==> src/rtl/load_extend_controller.sv <==
// =============================================================================
//  Module   : load_extend_controller
//  Purpose  : Sequences one data-memory load: aligned read, lane select, extend.
//             Optional macro LOAD_TIMEOUT_EN bounds the wait for mem_ack.
//  Revision : 1.0 - initial release
// =============================================================================
`default_nettype none

module load_extend_controller #(
    parameter int ADDR_WIDTH     = 32,
    parameter int TIMEOUT_CYCLES = 15
) (
    input  logic                  clock,
    input  logic                  reset,
    input  logic                  req_valid,
    output logic                  req_ready,
    input  logic [ADDR_WIDTH-1:0] req_addr,
    input  logic [1:0]            req_size,
    input  logic                  req_signed,
    output logic                  mem_rd,
    output logic [ADDR_WIDTH-1:0] mem_addr,
    input  logic                  mem_ack,
    input  logic [31:0]           mem_rdata,
    output logic [31:0]           se_input,
    output logic [2:0]            se_control,
    input  logic [31:0]           se_result,
    output logic                  resp_valid,
    input  logic                  resp_ready,
    output logic [31:0]           resp_data,
    output logic                  resp_error
);

    typedef enum logic [1:0] {
        IDLE   = 2'd0,
        READ   = 2'd1,
        EXTEND = 2'd2,
        RESP   = 2'd3
    } state_t;

    state_t      state;
    state_t      state_next;
    logic [1:0]  size_q;
    logic [1:0]  lane_q;
    logic        misaligned;
    logic        timeout_hit;
    logic [2:0]  control_next;
    logic [31:0] lane_data;

    assign req_ready  = (state == IDLE);
    assign misaligned = (req_size == 2'd3)
                      || ((req_size == 2'd1) && req_addr[0])
                      || ((req_size == 2'd2) && (req_addr[1:0] != 2'b00));

`ifdef LOAD_TIMEOUT_EN
    localparam int TO_W = ($clog2(TIMEOUT_CYCLES + 1) < 4) ? 4 : $clog2(TIMEOUT_CYCLES + 1);

    logic [TO_W-1:0] wait_count;

    // Idle clears the count, so it is always zero on entry to READ.
    always_ff @(posedge clock or negedge reset) begin
        if (!reset) begin
            wait_count <= '0;
        end else if (state == IDLE) begin
            wait_count <= '0;
        end else if ((state == READ) && !mem_ack) begin
            wait_count <= wait_count + 1'b1;
        end
    end

    assign timeout_hit = (state == READ) && (wait_count == TO_W'(TIMEOUT_CYCLES - 1));
`else
    assign timeout_hit = 1'b0;

    if (TIMEOUT_CYCLES < 1) begin : g_timeout_unused
    end
`endif

    always_comb begin
        control_next = 3'd0;
        case (req_size)
            2'd0:    control_next = req_signed ? 3'd2 : 3'd4;
            2'd1:    control_next = req_signed ? 3'd1 : 3'd3;
            default: control_next = 3'd0;
        endcase
    end

    always_comb begin
        lane_data = mem_rdata;
        case (size_q)
            2'd0: begin
                case (lane_q)
                    2'd0:    lane_data = {24'd0, mem_rdata[7:0]};
                    2'd1:    lane_data = {24'd0, mem_rdata[15:8]};
                    2'd2:    lane_data = {24'd0, mem_rdata[23:16]};
                    default: lane_data = {24'd0, mem_rdata[31:24]};
                endcase
            end
            2'd1:    lane_data = lane_q[1] ? {16'd0, mem_rdata[31:16]} : {16'd0, mem_rdata[15:0]};
            default: lane_data = mem_rdata;
        endcase
    end

    always_ff @(posedge clock or negedge reset) begin
        if (!reset) begin
            state <= IDLE;
        end else begin
            state <= state_next;
        end
    end

    always_comb begin
        state_next = state;
        case (state)
            IDLE:   if (req_valid) state_next = misaligned ? RESP : READ;
            READ: begin
                // A same-cycle ack beats the timeout.
                if (mem_ack)          state_next = EXTEND;
                else if (timeout_hit) state_next = RESP;
            end
            EXTEND: state_next = RESP;
            RESP:   if (resp_ready) state_next = IDLE;
            default: state_next = IDLE;
        endcase
    end

    always_ff @(posedge clock or negedge reset) begin
        if (!reset) begin
            size_q     <= 2'd0;
            lane_q     <= 2'd0;
            mem_rd     <= 1'b0;
            mem_addr   <= '0;
            se_input   <= 32'd0;
            se_control <= 3'd0;
            resp_valid <= 1'b0;
            resp_data  <= 32'd0;
            resp_error <= 1'b0;
        end else begin
            case (state)
                IDLE: begin
                    if (req_valid) begin
                        size_q     <= req_size;
                        lane_q     <= req_addr[1:0];
                        se_control <= control_next;
                        mem_addr   <= {req_addr[ADDR_WIDTH-1:2], 2'b00};
                        if (misaligned) begin
                            resp_valid <= 1'b1;
                            resp_error <= 1'b1;
                            resp_data  <= 32'd0;
                        end else begin
                            mem_rd <= 1'b1;
                        end
                    end
                end
                READ: begin
                    if (mem_ack) begin
                        mem_rd   <= 1'b0;
                        se_input <= lane_data;
                    end else if (timeout_hit) begin
                        mem_rd     <= 1'b0;
                        resp_valid <= 1'b1;
                        resp_error <= 1'b1;
                        resp_data  <= 32'd0;
                    end
                end
                EXTEND: begin
                    resp_data  <= se_result;
                    resp_error <= 1'b0;
                    resp_valid <= 1'b1;
                end
                RESP: begin
                    if (resp_ready) resp_valid <= 1'b0;
                end
                default: ;
            endcase
        end
    end

endmodule

`default_nettype wire

==> config.mk <==
export PLATFORM = sky130hd
export DESIGN_NAME = load_extend_controller
export DESIGN_NICKNAME = d
export VERILOG_FILES = /design/src/rtl/load_extend_controller.sv
export SDC_FILE = /design/constraint.sdc
export NUM_CORES = 1
export LEC_CHECK = 0
export ABC_CLOCK_PERIOD_IN_PS = 2700
export BUFFER_PORTS_ARGS = -buffer_cell sky130_fd_sc_hd__buf_4
export CORE_MARGIN = 2
export CORE_UTILIZATION = 49
export DETAILED_ROUTE_END_ITERATION = 8
export GPL_TIMING_DRIVEN = 0
export PLACE_DENSITY_LB_ADDON = 0.2
export SLEW_MARGIN = 20
export SYNTH_ARGS = -nofsm -noshare
export SYNTH_HDL_FRONTEND = slang
export SYNTH_SLANG_ARGS = --single-unit
export TNS_END_PERCENT = 20
==> constraint.sdc <==
create_clock -name clock -period 2.7 [get_ports clock]
set_clock_uncertainty 0.15 [all_clocks]
set_input_delay 0.54 -clock clock [delete_from_list [all_inputs] [get_ports clock]]
set_output_delay 0.54 -clock clock [all_outputs]
set_load 0.03 [all_outputs]
# Word-level counts from Yosys, hierarchy flattened
# Cells that the tools add are included.
[word_totals] mem_count=0 ff_bits=106 latch_bits=0 output_inout_bits=103 ram_bits=0 wordCells=65 mem_bits_ro=0 input_bits=104
[op_classes] eq_ne=14 n_bitwise=1 magnitude_cmp=0 div_mod_pow=0 mul=0 addsub=0 reduce_logical=17 n_shift=0 mux=23
[ops] cell="$pmux W32 S2" count=2
[ops] cell="$mux W32" count=2
[ops] cell="$pmux W8 S3" count=1
[ops] cell="$mux W16" count=1
[ops] cell="$eq A2 B2 Y1 const B" count=5
[ops] cell="$mux W2" count=5
[ops] cell="$eq A2 B1 Y1 const B" count=4
[ops] cell="$logic_not A2 Y1" count=4
[ops] cell="$ne A2 B2 Y1 const B" count=4
[ops] cell="$pmux W2 S4" count=1
[ops] cell="$reduce_and A4 Y1" count=2
[ops] cell="$mux W1" count=6
[ops] cell="$pmux W3 S2" count=1
[ops] cell="$reduce_and A3 Y1" count=2
[ops] cell="$reduce_bool A2 Y1" count=3
[ops] cell="$pmux W1 S2" count=2
[ops] cell="$reduce_and A2 Y1" count=2
[ops] cell="$mux W3" count=1
[ops] cell="$pmux W1 S3" count=1
[ops] cell="$logic_and A1 B1 Y1" count=2
[ops] cell="$logic_or A1 B1 Y1" count=2
[ops] cell="$ne A2 B1 Y1 const B" count=1
[ops] cell="$not A1 Y1" count=1

# Depth between registers and ports, before layout
# Gate-level depths: netlist (run 1).
[logic_depth] word_depth=7 depth_mapped=7 ltp_nobuf=5

# Worst setup path before layout (run 1)
# OpenSTA, ideal clock, no wires.
[synth_path] path_kind="register -> register" from="register state[0]" to="register resp_data[0]" synth_period_minus_slack_ps=2042 arrival_ps=1766 n_path_buf=2 slack_ps=658 t_required_ps=2424 setup_ps=126 stages_incl_launch_ff=7 path_cell_list="dfrtp_1 inv_1 ha_1 clkbuf_1 clkbuf_1 nor2_1 a221o_1"
[synth_via] elab_chain_cells=3 word_cells_on_any_way=7 classes_between="eq/ne: 3; mux: 1; reduce/logical: 3"
[synth_rtl] item="start, declared" line_no="40" rtl="state_t state;"
[synth_rtl] item="start signal, assigned" line_no="107" rtl="state <= state_next;"
[synth_rtl] item="$logic_not A2 Y1 (*)"
[synth_rtl] item="net req_ready" line_no="16" rtl="output logic req_ready,"
[synth_rtl] item="$ne A2 B1 Y1 (no source line), or another cell as far along"
[synth_rtl] item="$reduce_and A3 Y1 (no source line)"
[synth_rtl] item="end signal, assigned" line_no="166" rtl="resp_data <= se_result;"
[synth_rtl] item="end, declared" line_no="29" rtl="output logic [31:0] resp_data,"
# Mark *: on every way through the listed nets, which the timed path passes. The rest lies on a longest branch.
# A chain may end at the register's enable or synchronous reset.

# Final worst setup path (run 1)
[layout_path] from="register state[1]" to="register se_input[6]"
[layout_via] elab_chain_cells=2
[layout_rtl] item="$eq A2 B1 Y1" line_no="138" rtl="case (state)"
[layout_rtl] item="$reduce_and A2 Y1 (no source line)"
[layout_rtl] item="end signal, assigned" line_no="157" rtl="se_input <= lane_data;"
[layout_rtl] item="end, declared" line_no="24" rtl="output logic [31:0] se_input,"
# Every way passes these cells.

==> results.sh, run 1 <==
export IMPL_grt_max_degree=107
export IMPL_cts_resized=0
export IMPL_worst_slack_ps=459.0
export IMPL_fin_nets=787
export IMPL_crit_required_ps=2810
export IMPL_fin_setup_tns_ps=0
export IMPL_yosysMostFrequentCell="dfrtp_1"
export IMPL_syn_area_per_cell_um2=11.07
export IMPL_hpwlAfterDp_mm=10.08
export IMPL_clockBufferDepth=2
export IMPL_place_area_um2=6825
export IMPL_cts_setup_buffers=0
export IMPL_wl_per_cell_um=16.52
export IMPL_fin_area_um2=6988
export IMPL_p_per_area_nw_per_um2=1328
export IMPL_antenna_found_initial=0
export IMPL_grt_util_all_layers=0.2394
export IMPL_clkTransAtPathRegs_ps=100
export IMPL_grt_overflow_total=0
export IMPL_status="finished clean"
export IMPL_drv_slew=0
export IMPL_htree_levels=3
export IMPL_min_period_ps=2241
export IMPL_cts_made_buffers=9
export IMPL_pre_cts_ws_ps=497.6
export IMPL_path_class="flop to flop"
export IMPL_drive_above_1_share=0.3982
export IMPL_placementRows=37
export IMPL_rsz0062_at_grt="false"
export IMPL_yosysSeqAreaShare=0.5185
export IMPL_drv_cap=0
export IMPL_yosysWarnings=0
export IMPL_area_growth_pct=36.59
export IMPL_fp_dieW_um=106.2
export IMPL_dp_cells=803
export IMPL_via_count=4472
export IMPL_synth_commonest_cells="dfrtp_1, nand2_1, mux2i_1"
export IMPL_cpLargestDelayFamily="buffers and inverters"
export IMPL_hp_class="primary input to asynchronous set/reset pin"
export IMPL_grt_pass1_wl_mm=21.43
export IMPL_crit_top_cell="clkbuf_1"
export IMPL_path_cells="inv_1, ha_1, nand2_1, clkbuf_1, clkbuf_1, a21oi_1, a22o_1"
export IMPL_synth_edf_count=0
export IMPL_drtIter0Drc=223
export IMPL_stdcell_count=819
export IMPL_vias_per_cell=5.460
export IMPL_ys_types=40
export IMPL_holdWs_ps=138.6
export IMPL_finalPower_mw=9.281
export IMPL_start_kind="flop"
export IMPL_tritoncts="yes"
export IMPL_drc=0
export IMPL_synth_largest_area_cell="dfrtp_1"
export IMPL_wl_mm=13.53
export IMPL_netlist_area_um2=5116
export IMPL_slew_headroom=0.3659
export IMPL_ios=207
export IMPL_rr_startpoint="state[1]"
export IMPL_grt_pass1_vias=4466
export IMPL_crit_start="state[1]"
export IMPL_hold_violations=0
export IMPL_finalCoreUtilization=0.6830
export IMPL_synth_ff_type="dfrtp_1"
export IMPL_syn_instance_count=462
export IMPL_worst_path_buf_inv=3
export IMPL_setup_viol=0
export IMPL_endpoint_kind="flop"
export IMPL_clk_latency_ps=370
export IMPL_cts_sinks=106
export IMPL_max_freq_mhz=446.2
export IMPL_port_buffers=204
export IMPL_cp_max_fo=10
export IMPL_leakage_nw=3.466
export IMPL_worst_pin_slew_ps=951.1
export IMPL_start_util=0.5001
export IMPL_arrival_ps=2360
export IMPL_drtPass1Iterations=5
export IMPL_synth_top_area_frac=0.5185
export IMPL_cts_root_buf="clkbuf_8"
export IMPL_synth_area_leaders="dfrtp_1, mux2i_1, mux2_2"
export IMPL_ys_async_sr_fraction=1.000
export IMPL_place_gp_congestion=0.7997
export IMPL_core_um2=10230
export IMPL_ant_nets=0
export IMPL_die_h_um=106.2
export IMPL_layout_worst_path_cycle_share=0.8300
export IMPL_antenna_cells=0
export IMPL_fp_dieArea_um2=11270
export IMPL_cpPeakStageDelay_ps=450
export IMPL_ir_worst_vdd_v=0.0007273
export IMPL_postCtsHoldBufs=0
export IMPL_critical_path_slowest_cell="clkbuf_1"
export IMPL_synth_seq_cells=106
-- final cells by class --
cell class                 instances  area, µm²
clock inverter                     5      31.28
sequential                       106       2653
multi-input combinational        303       2187
fill                             828       3243
timing repair buffer             204       1535
clock buffer                      11      131.4
inverter                          15      56.30
buffer                            39      224.0
tap                              136      170.2
-- flip-flops by register name (all words and copies together) (netlist names) --
register,cells
resp_valid,1
state,2
se_control,3
lane_q,2
size_q,2
mem_rd,1
resp_error,1
mem_addr,30
se_input,32
resp_data,32
-- cells in the final DEF (no fill, tap or decap), types with 2 or more instances in the layout --
cell type / n
a21oi_1: 13
a221o_1: 33
a22o_1: 15
a22oi_1: 8
buf_2: 8
buf_4: 205
buf_6: 9
clkbuf_1: 23
clkbuf_8: 9
clkinv_2: 3
conb_1: 2
dfrtp_1: 106
ha_1: 5
inv_1: 14
mux2_2: 34
mux2i_1: 41
nand2_1: 47
nand2b_1: 9
nor2_1: 40
nor2b_1: 2
o21ai_0: 25
o21ai_1: 5
o22ai_1: 6
-- logic make-up (layout without fill, tap and decap cells) --
group / Yosys count / count (layout) / share of synthesized area
other: 1 / 2 / 0.0007330
adder cells (fa/ha/maj): 5 / 5 / 0.01223
AND/OR/NAND/NOR: 102 / 102 / 0.08339
flip-flops: 106 / 106 / 0.5185
multiplexers: 75 / 75 / 0.1550
XOR/XNOR: 1 / 1 / 0.001712
AO/OA/AOI/OAI: 118 / 118 / 0.1736
buffers and inverters: 54 / 274 / 0.05478
-- where the power goes --
part | switching (mW) | total, mW | internal [mW]
combinational | 3.21 | 5.53 | 2.32
clock | 0.540 | 0.874 | 0.334
sequential | 0.517 | 2.88 | 2.36
total | 4.27 | 9.28 | 5.01
-- routing by layer --
layer / GRT usage / part of all wire
met5: 0 / 0
met3: 0.06744 / 0.083
met4: 0.06955 / 0.013
met2: 0.3951 / 0.49
met1: 0.3085 / 0.41
-- worst paths after layout --
kind,slack (ps),endpoint,cells past startpoint
max,460,se_input[6],7
min,140,se_input[30],1
max reg2reg,460,se_input[6],7
min reg2reg,340,se_control[1],2
max in group asynchronous,1640,resp_data[16],1
min in group clock,200,se_control[2],2
Note: power is estimated with default switching activity, not from simulation.
==> run 2, diff against run 1 <==
- ABC_AREA: default -> 1
- ABC_CLOCK_PERIOD_IN_PS: 2700 -> 2300
- CORE_UTILIZATION: 49 -> 48
- clock period: 2.7 -> 2.3 ns (I/O delays scaled with it)
==> run 2 against run 1 <==
Net effect:
- core utilization is 0.66 points lower
- cell count rose by 20%
- global-route usage shrank 0.065 points
- power increased by 3.9%
==> results.sh, run 2 <==
export IMPL_hp_class="primary input to asynchronous set/reset pin"
export IMPL_placementRows=37
export IMPL_hpwlAfterDp_mm=9.896
export IMPL_mostFrequentLayoutCell="nand2_1"
export IMPL_holdWs_ps=20.96
export IMPL_path_cells="inv_1, ha_1, buf_4"
export IMPL_ys_types=24
export IMPL_endpoint_kind="output pin"
export IMPL_crit_required_ps=1690
export IMPL_tritoncts="yes"
export IMPL_drive_above_1_share=0.2991
export IMPL_die_h_um=106.2
export IMPL_r2r_slack_ps=390
export IMPL_cpLargestDelayFamily="flip-flops"
export IMPL_place_gp_congestion=0.8431
export IMPL_crit_start="state[0]"
export IMPL_arrival_ps=1300
export IMPL_synth_top_area_frac=0.5291
export IMPL_clk_latency_ps=360
export IMPL_synth_largest_area_cell="dfrtp_1"
export IMPL_synth_edf_count=0
export IMPL_htree_levels=3
export IMPL_ios=207
export IMPL_stdcell_count=982
export IMPL_cts_setup_buffers=0
export IMPL_cts_resized=0
export IMPL_fin_nets=950
export IMPL_fin_area_um2=6920
export IMPL_postCtsHoldBufs=0
export IMPL_cpPeakStageDelay_ps=410
export IMPL_wl_mm=13.09
export IMPL_path_class="flop to output pin"
export IMPL_fp_dieArea_um2=11280
export IMPL_grt_overflow_total=0
export IMPL_top_regs="resp_data x32, se_input x32, mem_addr x30"
export IMPL_syn_area_per_cell_um2=8.022
export IMPL_grt_pass1_wl_mm=21.42
export IMPL_synth_area_leaders="dfrtp_1, nand2_1, nand3b_1"
export IMPL_min_period_ps=1909
export IMPL_grt_max_degree=107
export IMPL_ir_worst_vdd_v=0.0007349
export IMPL_wl_per_cell_um=13.33
export IMPL_synth_seq_cells=106
export IMPL_clockBufferDepth=2
export IMPL_dp_cells=966
export IMPL_yosysWarnings=0
export IMPL_area_growth_pct=38.03
export IMPL_layout_common_cells="nand2_1, buf_4, dfrtp_1, nand3b_1, inv_1"
export IMPL_via_count=4748
export IMPL_core_um2=10230
export IMPL_synth_ff_type="dfrtp_1"
export IMPL_setup_viol=0
export IMPL_yosysMostFrequentCell="nand2_1"
export IMPL_leakage_nw=3.869
export IMPL_start_util=0.4900
export IMPL_p_per_area_nw_per_um2=1394
export IMPL_drv_cap=0
export IMPL_slew_headroom=0.3592
export IMPL_syn_instance_count=625
export IMPL_drv_slew=0
export IMPL_finalPower_mw=9.648
export IMPL_netlist_area_um2=5014
export IMPL_worst_path_buf_inv=2
export IMPL_port_buffers=204
export IMPL_max_freq_mhz=523.8
export IMPL_status="finished clean"
export IMPL_ant_nets=0
export IMPL_fp_dieW_um=106.2
export IMPL_layout_worst_path_cycle_share=0.8301
export IMPL_critical_path_slowest_cell="dfrtp_1"
export IMPL_hold_violations=0
export IMPL_fin_setup_tns_ps=0
export IMPL_rsz0062_at_grt="false"
export IMPL_ys_async_sr_fraction=1.000
export IMPL_start_kind="flop"
export IMPL_drtPass1Iterations=4
export IMPL_cts_sinks=106
export IMPL_place_area_um2=6723
export IMPL_drtIter0Drc=225
export IMPL_grt_util_all_layers=0.2388
export IMPL_cts_made_buffers=9
export IMPL_grt_pass1_vias=4652
export IMPL_antenna_found_initial=0
export IMPL_worst_pin_slew_ps=961.2
export IMPL_antenna_cells=0
export IMPL_yosysSeqAreaShare=0.5291
export IMPL_cts_root_buf="clkbuf_8"
export IMPL_vias_per_cell=4.835
export IMPL_cp_max_fo=4
export IMPL_synth_commonest_cells="nand2_1, dfrtp_1, nand3b_1"
export IMPL_rr_startpoint="state[1]"
export IMPL_clkTransAtPathRegs_ps=90
export IMPL_drc=0
run 2: cell count changes after synthesis, moves of 24 or more:
cell / previous run / this run
nor2_1: 40 / 16
mux2_2: 34 / 0
a221o_1: 33 / 0
nand2_1: 47 / 316
nand3b_1: 0 / 33
mux2i_1: 41 / 0
run 2: logic make-up after synthesis:
| family | after synthesis | synth area share |
|---|---|---|
| AND/OR/NAND/NOR | 395 | 0.3339 |
| AO/OA/AOI/OAI | 52 | 0.05590 |
| flip-flops | 106 | 0.5291 |
| other | 1 | 0.0007480 |
| adder cells (fa/ha/maj) | 5 | 0.01248 |
| buffers and inverters | 66 | 0.06788 |
run 2: path summary, 6_finish.rpt:
kind	to	cells after the start
min	mem_addr[7]	1
min reg2reg	resp_data[11]	2
max	req_ready	3
max reg2reg	se_input[4]	7
min in group clock	mem_addr[16]	3
max in group asynchronous	mem_addr[4]	1
run 2: worst reg2reg max path, cell delays in order, from the launching register on:
cell,delay (ps)
dfrtp_1,380
inv_1,90
ha_1,250
nand2_1,120
buf_2,220
buf_1,430
nand2_1,120
nand2_1,100
run 2: stage by stage:
| stage | util | setup WS [ps] |
|---|---|---|
| global route | 0.6764 | 217.8 |
| floorplan | - | 441.9 |
| global placement | 0.6567 | 479.9 |
| CTS | 0.6764 | 361.2 |
| detailed placement | 0.6571 | 398.6 |
| finish | 0.6764 | 390.8 |
run 2: per-layer routing:
metal | global-route usage | up-vias | routed length (µm) | part of all wire
met2 | 0.4066 | 172 | 6541 | 0.50
met3 | 0.05212 | 19 | 1031 | 0.079
li1 | - | 2374 | - | -
met5 | 0 | - | 0 | 0
met4 | 0.1006 | 0 | 246 | 0.019
met1 | 0.2936 | 2183 | 5274 | 0.40
run 2: where the power goes:
part           leakage (nW)  internal [mW]  switching (mW)  total [mW]
clock network         0.101          0.564           0.599        1.16
registers              1.35           2.60           0.412        3.01
logic                  2.42           1.99            3.48        5.47
run 2: cell type report:
class | count | area (µm²)
Fill cell | 847 | 3311
Sequential cell | 106 | 2653
Multi-Input combinational cell | 454 | 2024
Timing Repair Buffer | 204 | 1535
Buffer | 37 | 231.5
Tap cell | 136 | 170.2
Clock buffer | 14 | 162.7
Inverter | 29 | 108.9
Clock inverter | 2 | 35.03
==> run 3, diff against run 2 <==
- ABC_CLOCK_PERIOD_IN_PS: 2300 -> 1600
- CORE_UTILIZATION: 48 -> 44
- clock period: 2.3 -> 1.6 ns (I/O delays scaled with it)
==> run 3 against run 2 <==
Net effect:
- the run now ends with negative setup slack left
- clock power up 91%
- count of clock-buffer cells in the layout down 1
- register-to-register slack worse by 500 ps
- flip-flop and latch count unchanged
- hold slack worse by 6.4 ps
- core utilization up 1.0 points
- critical path type is now flop to flop
- first-iteration DRC count up 40%
- combinational power up 63%
- cell count up 1.9%
- setup slack worse by 500 ps
- routed wire length up 8.4%
- sequential power up 45%
- highest routed layer unchanged
==> results.sh, run 3 (synthesis results as in run 2) <==
export IMPL_cts_root_buf="clkbuf_16"
export IMPL_endpoint_kind="flop"
export IMPL_crit_top_cell="buf_6"
export IMPL_nFillCells=899
export IMPL_drtPass1Iterations=4
export IMPL_cp_max_fo=10
export IMPL_drive_above_1_share=0.3786
export IMPL_pre_cts_ws_ps=-228.1
export IMPL_ir_worst_vdd_v=0.001107
export IMPL_max_freq_mhz=584.5
export IMPL_placementRows=38
export IMPL_area_growth_pct=50.41
export IMPL_cts_made_buffers=9
export IMPL_hpwlAfterDp_mm=10.01
export IMPL_core_um2=10980
export IMPL_hp_class="primary input to flop"
export IMPL_p_per_area_nw_per_um2=2057
export IMPL_cpPeakStageDelay_ps=420
export IMPL_rr_startpoint="state[1]"
export IMPL_place_gp_congestion=0.9430
export IMPL_tritoncts="yes"
export IMPL_clk_latency_ps=340
export IMPL_via_count=4848
export IMPL_die_h_um=110.7
export IMPL_path_class="flop to flop"
export IMPL_port_buffers=204
export IMPL_layout_common_cells="nand2_1, buf_4, dfrtp_1, nand3b_1, inv_1"
export IMPL_fp_dieW_um=110.7
export IMPL_drv_cap=0
export IMPL_worst_path_buf_inv=4
export IMPL_status="complete, but fails checks"
export IMPL_min_from="req_addr[18]"
export IMPL_min_period_ps=1711
export IMPL_multiInputGateArea_um2=2273
export IMPL_cpLargestDelayFamily="buffers and inverters"
export IMPL_vias_per_cell=4.843
export IMPL_start_util=0.4565
export IMPL_antenna_found_initial=0
export IMPL_worst_pin_slew_ps=851.3
export IMPL_leakage_nw=4.101
export IMPL_fin_setup_tns_ps=-3348
export IMPL_crit_start="state[1]"
export IMPL_drc=0
export IMPL_path_cells="inv_2, ha_4, buf_6, nand2_4, o21a_1, buf_6, nand2_8, buf_6, nand2_1, nand2_1"
export IMPL_layout_worst_path_cycle_share=1.069
export IMPL_wl_per_cell_um=14.18
export IMPL_crit_required_ps=1680
export IMPL_layout_area_seq_um2=2654
export IMPL_grt_pass1_vias=4573
export IMPL_grt_pass1_wl_mm=21.69
export IMPL_cts_sinks=106
export IMPL_worst_slack_ps=-111.0
export IMPL_fp_dieArea_um2=12260
export IMPL_antenna_cells=0
export IMPL_violations="negative setup slack"
export IMPL_start_kind="flop"
export IMPL_drv_slew=0
export IMPL_clkTransAtPathRegs_ps=70
export IMPL_ant_nets=0
export IMPL_fin_nets=966
export IMPL_arrival_ps=1790
export IMPL_ios=207
export IMPL_critical_path_slowest_cell="dfrtp_1"
export IMPL_setup_viol=48
export IMPL_top_regs="resp_data x32, se_input x32, mem_addr x30"
export IMPL_wl_mm=14.19
export IMPL_grt_max_degree=107
export IMPL_clockBufferDepth=2
export IMPL_hold_violations=0
export IMPL_grt_util_all_layers=0.2161
export IMPL_grt_overflow_total=0
export IMPL_slew_headroom=0.4325
export IMPL_rsz0062_at_grt="true"
export IMPL_mostFrequentLayoutCell="nand2_1"
export IMPL_drtIter0Drc=316
export IMPL_htree_levels=3
[run 3: stage by stage]
step | instance area [µm²] | power (mW) | instances | util | hold WS [ps]
floorplan | 5041 | 9.560 | 626 | - | -125.6
global placement | 6748 | 12.16 | 970 | 0.6144 | 305.6
detailed placement | 6751 | 12.35 | 970 | 0.6147 | 310.4
CTS | 7169 | 14.87 | 995 | 0.6528 | 12.29
global route | 7541 | 16.48 | 1001 | 0.6866 | 15.06
finish | 7541 | 15.51 | 1001 | 0.6866 | 14.56
[run 3: path summary, 6_finish.rpt]
path                            endpoint  slack, ps  cells past startpoint
max in group asynchronous  resp_data[23]        190                      2
min                         mem_addr[18]         10                      3
max                         resp_data[6]       -110                     10
min reg2reg                resp_data[23]        320                      2
min in group asynchronous   se_input[29]        460                      2
max reg2reg                 resp_data[6]       -110                     10
[run 3: cell type report]
| type | instances | share of cell area |
|---|---|---|
| Multi-Input combinational cell | 454 | 0.3015 |
| Sequential cell | 106 | 0.3519 |
| Inverter | 29 | 0.01526 |
| Buffer | 37 | 0.04679 |
| Tap cell | 140 | 0.02323 |
| Timing Repair Buffer | 220 | 0.2232 |
| Clock inverter | 2 | 0.004978 |
| Clock buffer | 13 | 0.03318 |
[run 3: worst min-delay path: cells and delay by family]
| family | cells | cell delay (ps) |
|---|---|---|
| simple gates | 2 | 80 |
| buf+inv | 1 | 80 |
[run 3: timing repair]
action,4_1_cts,5_1_grt
hold endpoints to repair,9,0
gates resized for setup,25,96
cloned,2,1
buffers inserted,7,5
pin swaps,0,5
endpoints found under the setup margin,94,209
hold buffers,1,0
[run 3: power breakdown]
part	leakage [nW]	internal [mW]	switching, mW	total [mW]
combinational	2.62	3.50	5.43	8.93
clock	0.136	1.25	0.954	2.21
sequential	1.35	3.75	0.626	4.37
total	4.10	8.49	7.01	15.5
[run 3: layer usage]
metal,GRT usage,wire (µm),vias to the layer above,share of wire
li1,-,-,2407,-
met1,0.2676,5840,2257,0.41
met2,0.3665,7058,170,0.50
met3,0.05686,1088,14,0.077
met4,0.07500,202,0,0.014
met5,0,0,-,0
